<file path="config.mk">
export PLATFORM = sky130hd
export DESIGN_NAME = scan_code_output_fifo
export DESIGN_NICKNAME = d
export VERILOG_FILES = /design/src/rtl/scan_code_output_fifo_pkg.sv /design/src/rtl/scan_code_output_fifo_sync_fifo_core.sv /design/src/rtl/scan_code_output_fifo.sv
export SDC_FILE = /design/constraint.sdc
export NUM_CORES = 1
export LEC_CHECK = 0
export CELL_PAD_IN_SITES_DETAIL_PLACEMENT = 1
export CELL_PAD_IN_SITES_GLOBAL_PLACEMENT = 2
export CORE_ASPECT_RATIO = 1.25
export CORE_MARGIN = 2
export CORE_UTILIZATION = 40
export DETAILED_ROUTE_END_ITERATION = 8
export PLACE_DENSITY_LB_ADDON = 0.2
export SYNTH_ARGS = -nofsm -noshare
export SYNTH_HDL_FRONTEND = slang
export SYNTH_SLANG_ARGS = --single-unit
</file>
<file path="constraint.sdc">
create_clock -name control_clock -period 2.6 [get_ports control_clock]
set_clock_uncertainty 0.05 [all_clocks]
set_input_delay 0.26 -clock control_clock [delete_from_list [all_inputs] [get_ports control_clock]]
set_output_delay 0.26 -clock control_clock [all_outputs]
set_load 0.02 [all_outputs]
</file>
<file path="src/rtl/scan_code_output_fifo_pkg.sv">
// Shared constants and helpers for the scan-code output path.
// Imported by the FIFO core and the top level.
package scan_code_pkg;

    localparam int SCAN_CODE_WIDTH = 8;

    function automatic int level_width(input int depth);
        return $clog2(depth) + 1;
    endfunction

    // All-ones value of an error counter of the given width (width <= 63).
    function automatic logic [63:0] err_cnt_sat(input int width);
        return (64'd1 << width) - 64'd1;
    endfunction

endpackage

</file>
<file path="src/rtl/scan_code_output_fifo_sync_fifo_core.sv">
// First-word-fall-through FIFO with a registered head output.
// Storage, pointers, level and full/empty for the scan-code buffer.
module sync_fifo_core
    import scan_code_pkg::*;
#(
    parameter int DATA_WIDTH = SCAN_CODE_WIDTH,
    parameter int DEPTH      = 4
) (
    input  logic                          control_clock,
    input  logic                          reset,
    input  logic                          wr_en,
    input  logic [DATA_WIDTH-1:0]         wr_data,
    input  logic                          rd_en,
    output logic [DATA_WIDTH-1:0]         rd_data,
    output logic                          valid,
    output logic                          full,
    output logic [level_width(DEPTH)-1:0] level
);

    localparam int PW = $clog2(DEPTH);
    localparam int LW = level_width(DEPTH);

    logic [DATA_WIDTH-1:0] mem [DEPTH];
    logic [DATA_WIDTH-1:0] head_q;
    logic [PW-1:0]         wr_ptr;
    logic [PW-1:0]         rd_ptr;
    logic [PW-1:0]         rd_ptr_nxt;
    logic [LW-1:0]         level_q;
    logic                  empty;
    logic                  rd_ok;
    logic                  wr_ok;
    logic                  load_wr;
    logic                  load_mem;

    assign empty      = (level_q == '0);
    assign full       = (level_q == LW'(DEPTH));
    assign rd_ok      = rd_en && !empty;
    assign wr_ok      = wr_en && (!full || rd_ok);
    assign rd_ptr_nxt = rd_ptr + PW'(1);

    // Head comes straight from the write port when the new code
    // becomes the only entry; otherwise from the slot behind it.
    assign load_wr  = wr_ok && (empty || (rd_ok && level_q == LW'(1)));
    assign load_mem = rd_ok && (level_q > LW'(1));

    always_ff @(posedge control_clock) begin
        if (!reset && wr_ok) begin
            mem[wr_ptr] <= wr_data;
        end
    end

    always_ff @(posedge control_clock) begin
        if (reset) begin
            wr_ptr  <= '0;
            rd_ptr  <= '0;
            level_q <= '0;
            head_q  <= '0;
        end else begin
            if (wr_ok) begin
                wr_ptr <= wr_ptr + PW'(1);
            end
            if (rd_ok) begin
                rd_ptr <= rd_ptr_nxt;
            end
            unique case ({wr_ok, rd_ok})
                2'b10:   level_q <= level_q + LW'(1);
                2'b01:   level_q <= level_q - LW'(1);
                default: level_q <= level_q;
            endcase
            unique case (1'b1)
                load_wr:  head_q <= wr_data;
                load_mem: head_q <= mem[rd_ptr_nxt];
                default:  head_q <= head_q;
            endcase
        end
    end

    assign rd_data = head_q;
    assign valid   = !empty;
    assign level   = level_q;

endmodule

</file>
<file path="src/rtl/scan_code_output_fifo.sv">
// Buffers parity-checked scan codes for the host interface and
// tracks dropped codes and parity errors.
module scan_code_output_fifo
    import scan_code_pkg::*;
#(
    parameter int DATA_WIDTH    = SCAN_CODE_WIDTH,
    parameter int DEPTH         = 4,
    parameter int ERR_CNT_WIDTH = 8
) (
    input  logic                          control_clock,
    input  logic                          reset,
    input  logic                          strobe_detected,
    input  logic                          parity_detected,
    input  logic [DATA_WIDTH-1:0]         scan_code_for_buffering,
    output logic [DATA_WIDTH-1:0]         interface_data_out,
    output logic                          interface_data_valid,
    input  logic                          interface_data_ready,
    output logic [level_width(DEPTH)-1:0] fifo_level,
    output logic                          overflow_flag,
    output logic [ERR_CNT_WIDTH-1:0]      parity_error_count,
    input  logic                          clear_errors
);

    localparam logic [ERR_CNT_WIDTH-1:0] ERR_SAT =
        ERR_CNT_WIDTH'(err_cnt_sat(ERR_CNT_WIDTH));

    logic push_req;
    logic bad_parity;
    logic pop;
    logic full;
    logic overflow_evt;

    assign push_req     = strobe_detected && parity_detected;
    assign bad_parity   = strobe_detected && !parity_detected;
    assign pop          = interface_data_valid && interface_data_ready;
    assign overflow_evt = push_req && full && !pop;

    sync_fifo_core #(
        .DATA_WIDTH (DATA_WIDTH),
        .DEPTH      (DEPTH)
    ) u_core (
        .control_clock (control_clock),
        .reset         (reset),
        .wr_en         (push_req),
        .wr_data       (scan_code_for_buffering),
        .rd_en         (interface_data_ready),
        .rd_data       (interface_data_out),
        .valid         (interface_data_valid),
        .full          (full),
        .level         (fifo_level)
    );

    // A clear still records an event that lands in the same cycle.
    always_ff @(posedge control_clock) begin
        if (reset) begin
            overflow_flag      <= 1'b0;
            parity_error_count <= '0;
        end else if (clear_errors) begin
            overflow_flag      <= overflow_evt;
            parity_error_count <= ERR_CNT_WIDTH'(bad_parity);
        end else begin
            if (overflow_evt) begin
                overflow_flag <= 1'b1;
            end
            if (bad_parity && parity_error_count != ERR_SAT) begin
                parity_error_count <= parity_error_count + 1'b1;
            end
        end
    end

endmodule

</file>
# Word-level counts from Yosys, hierarchy flattened
# Memories as Yosys holds them, arrays and structs flattened.
# Cells that the tools add are included.
# totals
rom_bits	0
output_inout_bits	21
memories	1
reg_bits	24
mem_bits_rw	32
latchBits	0
word_cells	51
# mem_list
memory	depth	word_bits	rd	rd_clocked_by_memory_dff	wr	line	source
u_core.mem	4	8	1	0	1	scan_code_output_fifo_sync_fifo_core.sv:23	logic [DATA_WIDTH-1:0] mem [DEPTH];
# op_classes
n_eq_ne	5
mul	0
shift	0
bitwise	0
n_reduce_logical	24
add_sub_neg	5
n_mux	8
div_mod_pow	0
order_cmp	1
# op_table
cell	count
one-hot mux 8 bit (2 select lines)	1
logical AND 1 bit	11
adder 8 x 1 -> 8 bit (second input constant)	1
inequality test 8 bit (second input constant)	1
nonzero test 2 bit	4
two-way mux 1 bit	6
one-hot mux 3 bit (2 select lines)	1
logical NOT 1 bit	5
adder 2 x 1 -> 2 bit (second input constant)	2
adder 3 x 1 -> 3 bit (second input constant)	1
== test 3 x 1 -> 1 bit (second input constant)	1
== test 3 bit (second input constant)	1
greater-than comparator 3 x 1 -> 1 bit (second input constant)	1
logical NOT 3 bit	1
subtractor 3 x 1 -> 3 bit (second input constant)	1
== test 2 x 1 -> 1 bit (second input constant)	1
== test 2 bit (second input constant)	1
logical OR 1 bit	2
OR reduction 2 bit	1

# Logic depth before layout (Yosys ltp)
# Gate-level depths: netlist of run 1.
# depth
word_depth	8
depth_mapped	7
depth_no_buf	6

# Cells and area by module
# A second synthesis of run 1 with hierarchy kept.
# hier_totals
cells_unflattened	202
hier_area_um2	2617.5
# by_module_without_submodules
module	area_per_inst_um2	cells_per_inst	n_inst
sync_fifo_core	2093.3	142	1
scan_code_output_fifo	524.3	60	1

# Least setup slack after synthesis of run 1
# Ideal clock, no wire load.
# synth_timing
path_type	flip-flop to flip-flop
start	register u_core.level_q[0], in the netlist u_core.level[0]
end	memory u_core.mem[0][0] in the netlist's numbering (enable)
stages_incl_launch_ff	7
setup_slack_ns	0.690
period_less_slack_ns	1.910
n_path_buf	0
required_time_ns	2.218
setup_ns	0.332
t_arrival_ns	1.528
cell_sequence	dfxtp_1 inv_1 ha_1 nand2_1 o21ai_2 nor2_1 and2_1
# synth_via
elab_chain_len	8
# synth_lines
element	line	source
start: declaration	scan_code_output_fifo_sync_fifo_core.sv:28	logic [LW-1:0] level_q;
start signal: assignment	scan_code_output_fifo_sync_fifo_core.sv:66	2'b10: level_q <= level_q + LW'(1);
start signal: assignment	scan_code_output_fifo_sync_fifo_core.sv:67	2'b01: level_q <= level_q - LW'(1);
start signal: assignment	scan_code_output_fifo_sync_fifo_core.sv:68	default: level_q <= level_q;
logical NOT 3 bit	scan_code_output_fifo_sync_fifo_core.sv:35	assign empty = (level_q == '0);
logical NOT 1 bit	scan_code_output_fifo_sync_fifo_core.sv:37	assign rd_ok = rd_en && !empty;
logical AND 1 bit	scan_code_output_fifo_sync_fifo_core.sv:37	
logical OR 1 bit *	scan_code_output_fifo_sync_fifo_core.sv:38	assign wr_ok = wr_en && (!full || rd_ok);
logical AND 1 bit *	scan_code_output_fifo_sync_fifo_core.sv:38	
logical AND 1 bit *	scan_code_output_fifo_sync_fifo_core.sv:47	if (!reset && wr_ok) begin
two-way mux 1 bit *	scan_code_output_fifo_sync_fifo_core.sv:47	
two-way mux 1 bit (not written as such) *	scan_code_output_fifo_sync_fifo_core.sv:48	mem[wr_ptr] <= wr_data;
end: declaration	scan_code_output_fifo_sync_fifo_core.sv:23	
# Every way passes the cells marked *; elsewhere a longest branch is shown, timed or not.

# Worst setup path after layout of run 1
# layout_timing
start	register u_core.level_q[0], in the netlist u_core.level[0]
end	output interface_data_valid
# layout_via
elab_chain_len	2
# layout_lines
element	line	source
logical NOT 3 bit	scan_code_output_fifo_sync_fifo_core.sv:35	
logical NOT 1 bit	scan_code_output_fifo_sync_fifo_core.sv:79	assign valid = !empty;
end: declaration	scan_code_output_fifo.sv:16	output logic interface_data_valid,
# No other way between the ends.

==> results.toml, run 1 <==
[logic_synthesis]
synth.distinct_cells = 48
synth_seq_area_share_pct = 55.98
synthCells = 202
netlist_area_mm2 = 0.002575
dominantRegCellSynth = "edfxtp_1"
yosysTopAreaCellShare_pct = 37.32
syn_nets = 225
yosys.area.top_type = "edfxtp_1"
synth_seq_cells = 56
synth_async_sr_flop_share_pct = 0
synth_edf_count = 32
synth_area_leaders = "edfxtp_1, dfxtp_1, mux4_1"
syn_avg_cell_area_um2 = 12.75
ys_warn_count = 0

[die]
pin_count = 35
core_mm2 = 0.006206
placementRows = 32
die_h_um = 93.71
die_area_mm2 = 0.007100
initial_utilization_pct = 41.49
die-width_um = 75.77

[sta]
period_minus_slack_ns = 2.375
tightest_slew_ns = 0.4920
slew_violations = 0
worst_slew_margin_rel_pct = 67.16
holdWs_ns = 0.4452
setup_viol = 0
fmax_mhz = 421.1
layout_setup_ws_ns = 0.2253
setup_tns_ns = 0
finalHoldViolations = 0
period_share_pct = 91.33
rsz0062_at_grt = "no"

[cts]
tritoncts = "built"
numCtsBuffers = 5
cts.sinks = 56
clk_pin_slew_worst_paths_ns = 0.09
cts-resized-gates = 0
cts.hold.buffers_added = 0
clock-root-buffer = "clkbuf_8"
insertion_delay_ns = 0.31
cts_buffer_depth = 2
cts_htree_levels = 2
cts_setup_buffers = 0

[route]
ant_nets = 0
drc = 0
wl_per_cell_um = 17.67
vias = 1715
first_iter_violations = 31
routed_via_density = 5.310
first_pass_iters = 4
wirelength_um = 5709

[pwr]
p_leak_uw = 0.001043
ir_worst_vdd_uv = 340.0
power_density_mw_per_mm2 = 695.9

[grt]
grt_pass1_vias = 1819
track_usage_pct = 17.68
grt-ovfl-total = 0
antenna_found_initial = 0
grt_pass1_wl_um = 9266
grt_max_degree = 18

[placed_design]
place_ws_ns = 0.3910
portBuffers = 34
dpl.cell_count = 315
routabilityCongestion = 0.8263
dp_hpwl_um = 4299

[critical_path]
crit_cells = 4
arrival_ns = 2.06
worstPathCellList = "inv_1 > ha_1 > or2b_4 > clkdlybuf4s50_1"
crit_required_ns = 2.29
reg2regPathDepth = 6
end_kind = "primary output"
reg2reg_from = "u_core.level[0]"
cp_slowest_stage_delay_ns = 0.61
path_class = "reg -> out"
cp_top_family = "buffers and inverters"
critPathLaunch = "u_core.level[0]"
cp_slowest_cell = "clkdlybuf4s50_1"
crit_path_max_fanout = 7
start_kind = "flip-flop"
path_buf_inv = 2

[layout]
final_common_cell = "clkdlybuf4s50_1"
syn2layout_area_growth_pct = 20.94
nFillCells = 658
layout_common_cells = "clkdlybuf4s50_1, edfxtp_1, dfxtp_1, nand2_1"
num-nets-final = 260
fin_cells = 323
final_util_pct = 50.18
layout-drive-gt1-share_pct = 10.08
antenna_cells = 0

[min_path]
hold_class = "reg -> reg"
hold_path_depth = 2
hold_start = "u_core.rd_data[1]"

[flow_run]
drv_cap = 0

[outcome]
status = "completed"
==> metrics by stage <==
| step | cell area [um^2] | total power, uW |
|---|---|---|
| 6_report | 3114 | 2167 |
| 5_1_grt | 3114 | 2278 |
| 4_1_cts | 3114 | 2195 |
| 3_5_place_dp | 2982 | 1532 |
| 3_3_place_gp | 2982 | 1512 |
| 2_1_floorplan | 2575 | 1353 |
==> report_power, final <==
part,internal [uW],leakage [uW],switching (uW)
logic,216,0.000494,252
registers,984,0.000484,55.2
clock network,385,0.0000654,275
==> layout make-up <==
type                    instances  area (um^2)  share of cell area [%]
repair buffers                 36        355.3                   11.41
clock buffers                   6        72.57                   2.330
inverters                       6        22.52                  0.7232
multi-input cells             132         1056                   33.91
well taps                      85        106.4                   3.415
flip-flops and latches         56         1441                   46.28
clock inverters                 2        60.06                   1.928
==> worst reg2reg max path, cell delays in order (launching register included) <==
cell and delay [ns]:
dfxtp_1 0.46, inv_1 0.10, ha_1 0.31, nand2_1 0.17, o21ai_2 0.12, nor2_1 0.23
and2_1 0.42
==> layer usage <==
metal | part of all wire (%) | wire length [um] | global-route usage (%)
met5 | 0 | 0 | 0
met4 | 2.1 | 119 | 6.287
met3 | 3.4 | 196 | 3.863
met2 | 52 | 2994 | 29.60
met1 | 42 | 2399 | 21.99
==> flip-flops by register name (all words and copies together), names as in the netlist <==
signal,count
u_core.wr_ptr,2
parity_error_count,8
overflow_flag,1
u_core.rd_ptr,2
u_core.mem,32
u_core.rd_data,8
u_core.level,3
==> cell families (layout without fill, tap and decap cells) <==
kind of cell | after synthesis | in the layout | synth area share (%)
AND/OR/NAND/NOR | 78 | 78 | 16.57
flip-flops | 56 | 56 | 55.98
AO/OA/AOI/OAI | 29 | 29 | 8.941
buffers and inverters | 14 | 50 | 3.012
multiplexers | 12 | 12 | 9.767
adder cells (fa/ha/maj) | 9 | 9 | 4.373
XOR/XNOR | 4 | 4 | 1.361
==> cells in the mapped netlist, types with 2 or more instances <==
library cell,n
nand3_1,9
and2_1,7
nand4_1,6
dfxtp_1,24
a21oi_2,2
a21oi_1,5
nand2b_1,2
a21o_1,2
xor2_1,3
nor2_1,11
a311oi_1,7
a31oi_1,3
buf_6,2
nand2_1,18
ha_1,9
buf_2,2
nor3_1,11
edfxtp_1,32
buf_4,2
inv_1,5
o21ai_0,2
clkbuf_1,2
mux2i_1,3
mux4_1,8
nand4b_1,2
==> worst paths after layout <==
check	to	slack, ns
setup / recovery	interface_data_valid	0.23
setup reg to reg	u_core.mem[0][2]	0.42
hold reg to reg	u_core.rd_data[1]	0.45
hold / removal	u_core.rd_data[1]	0.45
No activity file was read; power rests on OpenSTA's default activity.
==> run 2: changes to the inputs <==
SYNTH_HIERARCHICAL = 1   (was unset)
==> results.toml, run 2 <==
[cts]
numCtsBuffers = 5
tritoncts = "built"
cts-resized-gates = 0
insertion_delay_ns = 0.30
cts_htree_levels = 2
cts.hold.buffers_added = 0
clk_pin_slew_worst_paths_ns = 0.09
cts.sinks = 56
cts_setup_buffers = 0
cts_buffer_depth = 2
clock-root-buffer = "clkbuf_8"

[logic_synthesis]
ys_warn_count = 6
syn_avg_cell_area_um2 = 12.96
synth_async_sr_flop_share_pct = 0
dominantRegCellSynth = "edfxtp_1"
synth_seq_area_share_pct = 55.07
synth_area_leaders = "edfxtp_1, dfxtp_1, mux4_2"
netlist_area_mm2 = 0.002618
synth.distinct_cells = 45
synth_seq_cells = 56
yosysTopAreaCellShare_pct = 36.71
synth_edf_count = 32
synthTopCellsByCount = "edfxtp_1, dfxtp_1, mux2i_1, nor3_1, nor2_1"
syn_nets = 225
synth.most_common_cell = "edfxtp_1"
yosys.area.top_type = "edfxtp_1"
synthCells = 202

[grt]
grt_use_met1_pct = 21.09
use_met3_pct = 3.633
grt_pass1_wl_um = 9742
track_usage_pct = 17.45
grt-ovfl-total = 0
antenna_found_initial = 0
grt_pass1_vias = 1871
grt_max_degree = 21
grt_busiest_layer = "met2"
use_met2_pct = 31.93

[sta]
worst_slew_margin_rel_pct = 58.39
fmax_mhz = 413.6
slew_violations = 0
setup_tns_ns = 0
finalHoldViolations = 0
period_share_pct = 93.00
holdWs_ns = 0.4293
period_minus_slack_ns = 2.418
rsz0062_at_grt = "no"
setup_viol = 0
tightest_slew_ns = 0.6233

[layout]
syn2layout_area_growth_pct = 20.22
antenna_cells = 0
seq_area_mm2 = 0.001441
largest_reg_flops = 32
num-nets-final = 262
multiInputGateArea_mm2 = 0.001091
layout-drive-gt1-share_pct = 14.58
largest_register = "u_core/mem"
final_common_cell = "clkdlybuf4s50_1"
final_util_pct = 50.38
layout_common_cells = "clkdlybuf4s50_1, edfxtp_1, dfxtp_1, nor3_1, mux2i_1"
nFillCells = 674

[critical_path]
crit_path_max_fanout = 7
arrival_ns = 2.11
path_class = "reg -> out"
end_kind = "primary output"
start_kind = "flip-flop"
crit_required_ns = 2.29

[placed_design]
routabilityCongestion = 0.8123
portBuffers = 34
dp_hpwl_um = 4281

[route]
first_iter_violations = 87
ant_nets = 0
wirelength_um = 5945
first_pass_iters = 4
wl_per_cell_um = 18.29
routed_via_density = 5.345
vias = 1737
drc = 0

[outcome]
status = "completed"

[die]
die_h_um = 94.44
pin_count = 35
core_mm2 = 0.006246
die_area_mm2 = 0.007211
die-width_um = 76.36
initial_utilization_pct = 41.91
placementRows = 32

[pwr]
power_density_mw_per_mm2 = 765.0
combPwrFrac_pct = 31.0
p_leak_uw = 0.001024
power.share.clock_pct = 23.1
ir_worst_vdd_uv = 379.5
p_int_uw = 1660
power.switching_uw = 747.2
seq_power_share_pct = 46.0
switching_share_pct = 31.04

[min_path]
hold_class = "reg -> reg"

[flow_run]
drv_cap = 0
-- run 2: changes by cell type in the layout (fill, tap and decap cells not counted), moves of 3 or more --
cell / previous run / this run
mux4_1: 8 / 0
a211oi_2: 0 / 8
nand4_1: 6 / 0
a211oi_1: 1 / 5
mux4_2: 0 / 8
mux2i_1: 3 / 12
a311oi_1: 7 / 2
a41oi_1: 0 / 3
nand2_1: 18 / 8
-- run 2: critical path, stage by stage (launching register included) --
cell and delay [ns]:
dfxtp_1 0.44, inv_1 0.12, ha_1 0.30, nor2b_2 0.20, inv_1 0.12, clkdlybuf4s50_1 0.63
-- run 2: power by group through the flow --
stage / registers, uW / clock network [uW] / logic (uW)
3_3_place_gp: 1120 / 0 / 733
6_report: 1110 / 555 / 745
2_1_floorplan: 1150 / 0 / 453
5_1_grt: 1120 / 620 / 806
4_1_cts: 1110 / 576 / 757
3_5_place_dp: 1130 / 0 / 753
-- run 2: cell families after synthesis --
group	count (synthesis)	synth area share [%]
AND/OR/NAND/NOR	65	14.20
flip-flops	56	55.07
AO/OA/AOI/OAI	32	10.28
multiplexers	21	11.90
buffers and inverters	16	3.250
adder cells (fa/ha/maj)	9	4.302
XOR/XNOR	3	1.004
-- run 2: area by class of cell --
cell class | instances | share of cell area (%)
Sequential cell | 56 | 45.81
Inverter | 8 | 0.9543
Clock buffer | 6 | 2.306
Timing Repair Buffer | 38 | 11.77
Tap cell | 85 | 3.380
Clock inverter | 2 | 1.113
Multi-Input combinational cell | 130 | 34.67
-- run 2: path summary, 6_finish.rpt --
kind                        start                   end  slack, ns  cells after the start
setup / recovery  u_core/level[0]  interface_data_valid       0.18                      5
hold / removal      overflow_flag         overflow_flag       0.43                      2
setup reg to reg  u_core/level[0]      u_core/mem[0][4]       0.41                      6
hold reg to reg     overflow_flag         overflow_flag       0.43                      2
-- run 2: metal layers --
metal / wire length, um / vias to the layer above
met5: 0 / -
met4: 44 / 0
met3: 192 / 4
met2: 3177 / 34
met1: 2531 / 857
li1: - / 842
-- run 2: through the flow --
step / instance area [um^2] / setup WS (ns) / instances / power (uW)
finish: 3147 / 0.1821 / 325 / 2407
global route: 3147 / 0.006071 / 325 / 2550
CTS: 3147 / 0.1542 / 325 / 2443
detailed placement: 3039 / 0.2798 / 317 / 1884
global placement: 3039 / 0.4491 / 317 / 1858
floorplan: 2618 / 0.6803 / 202 / 1601
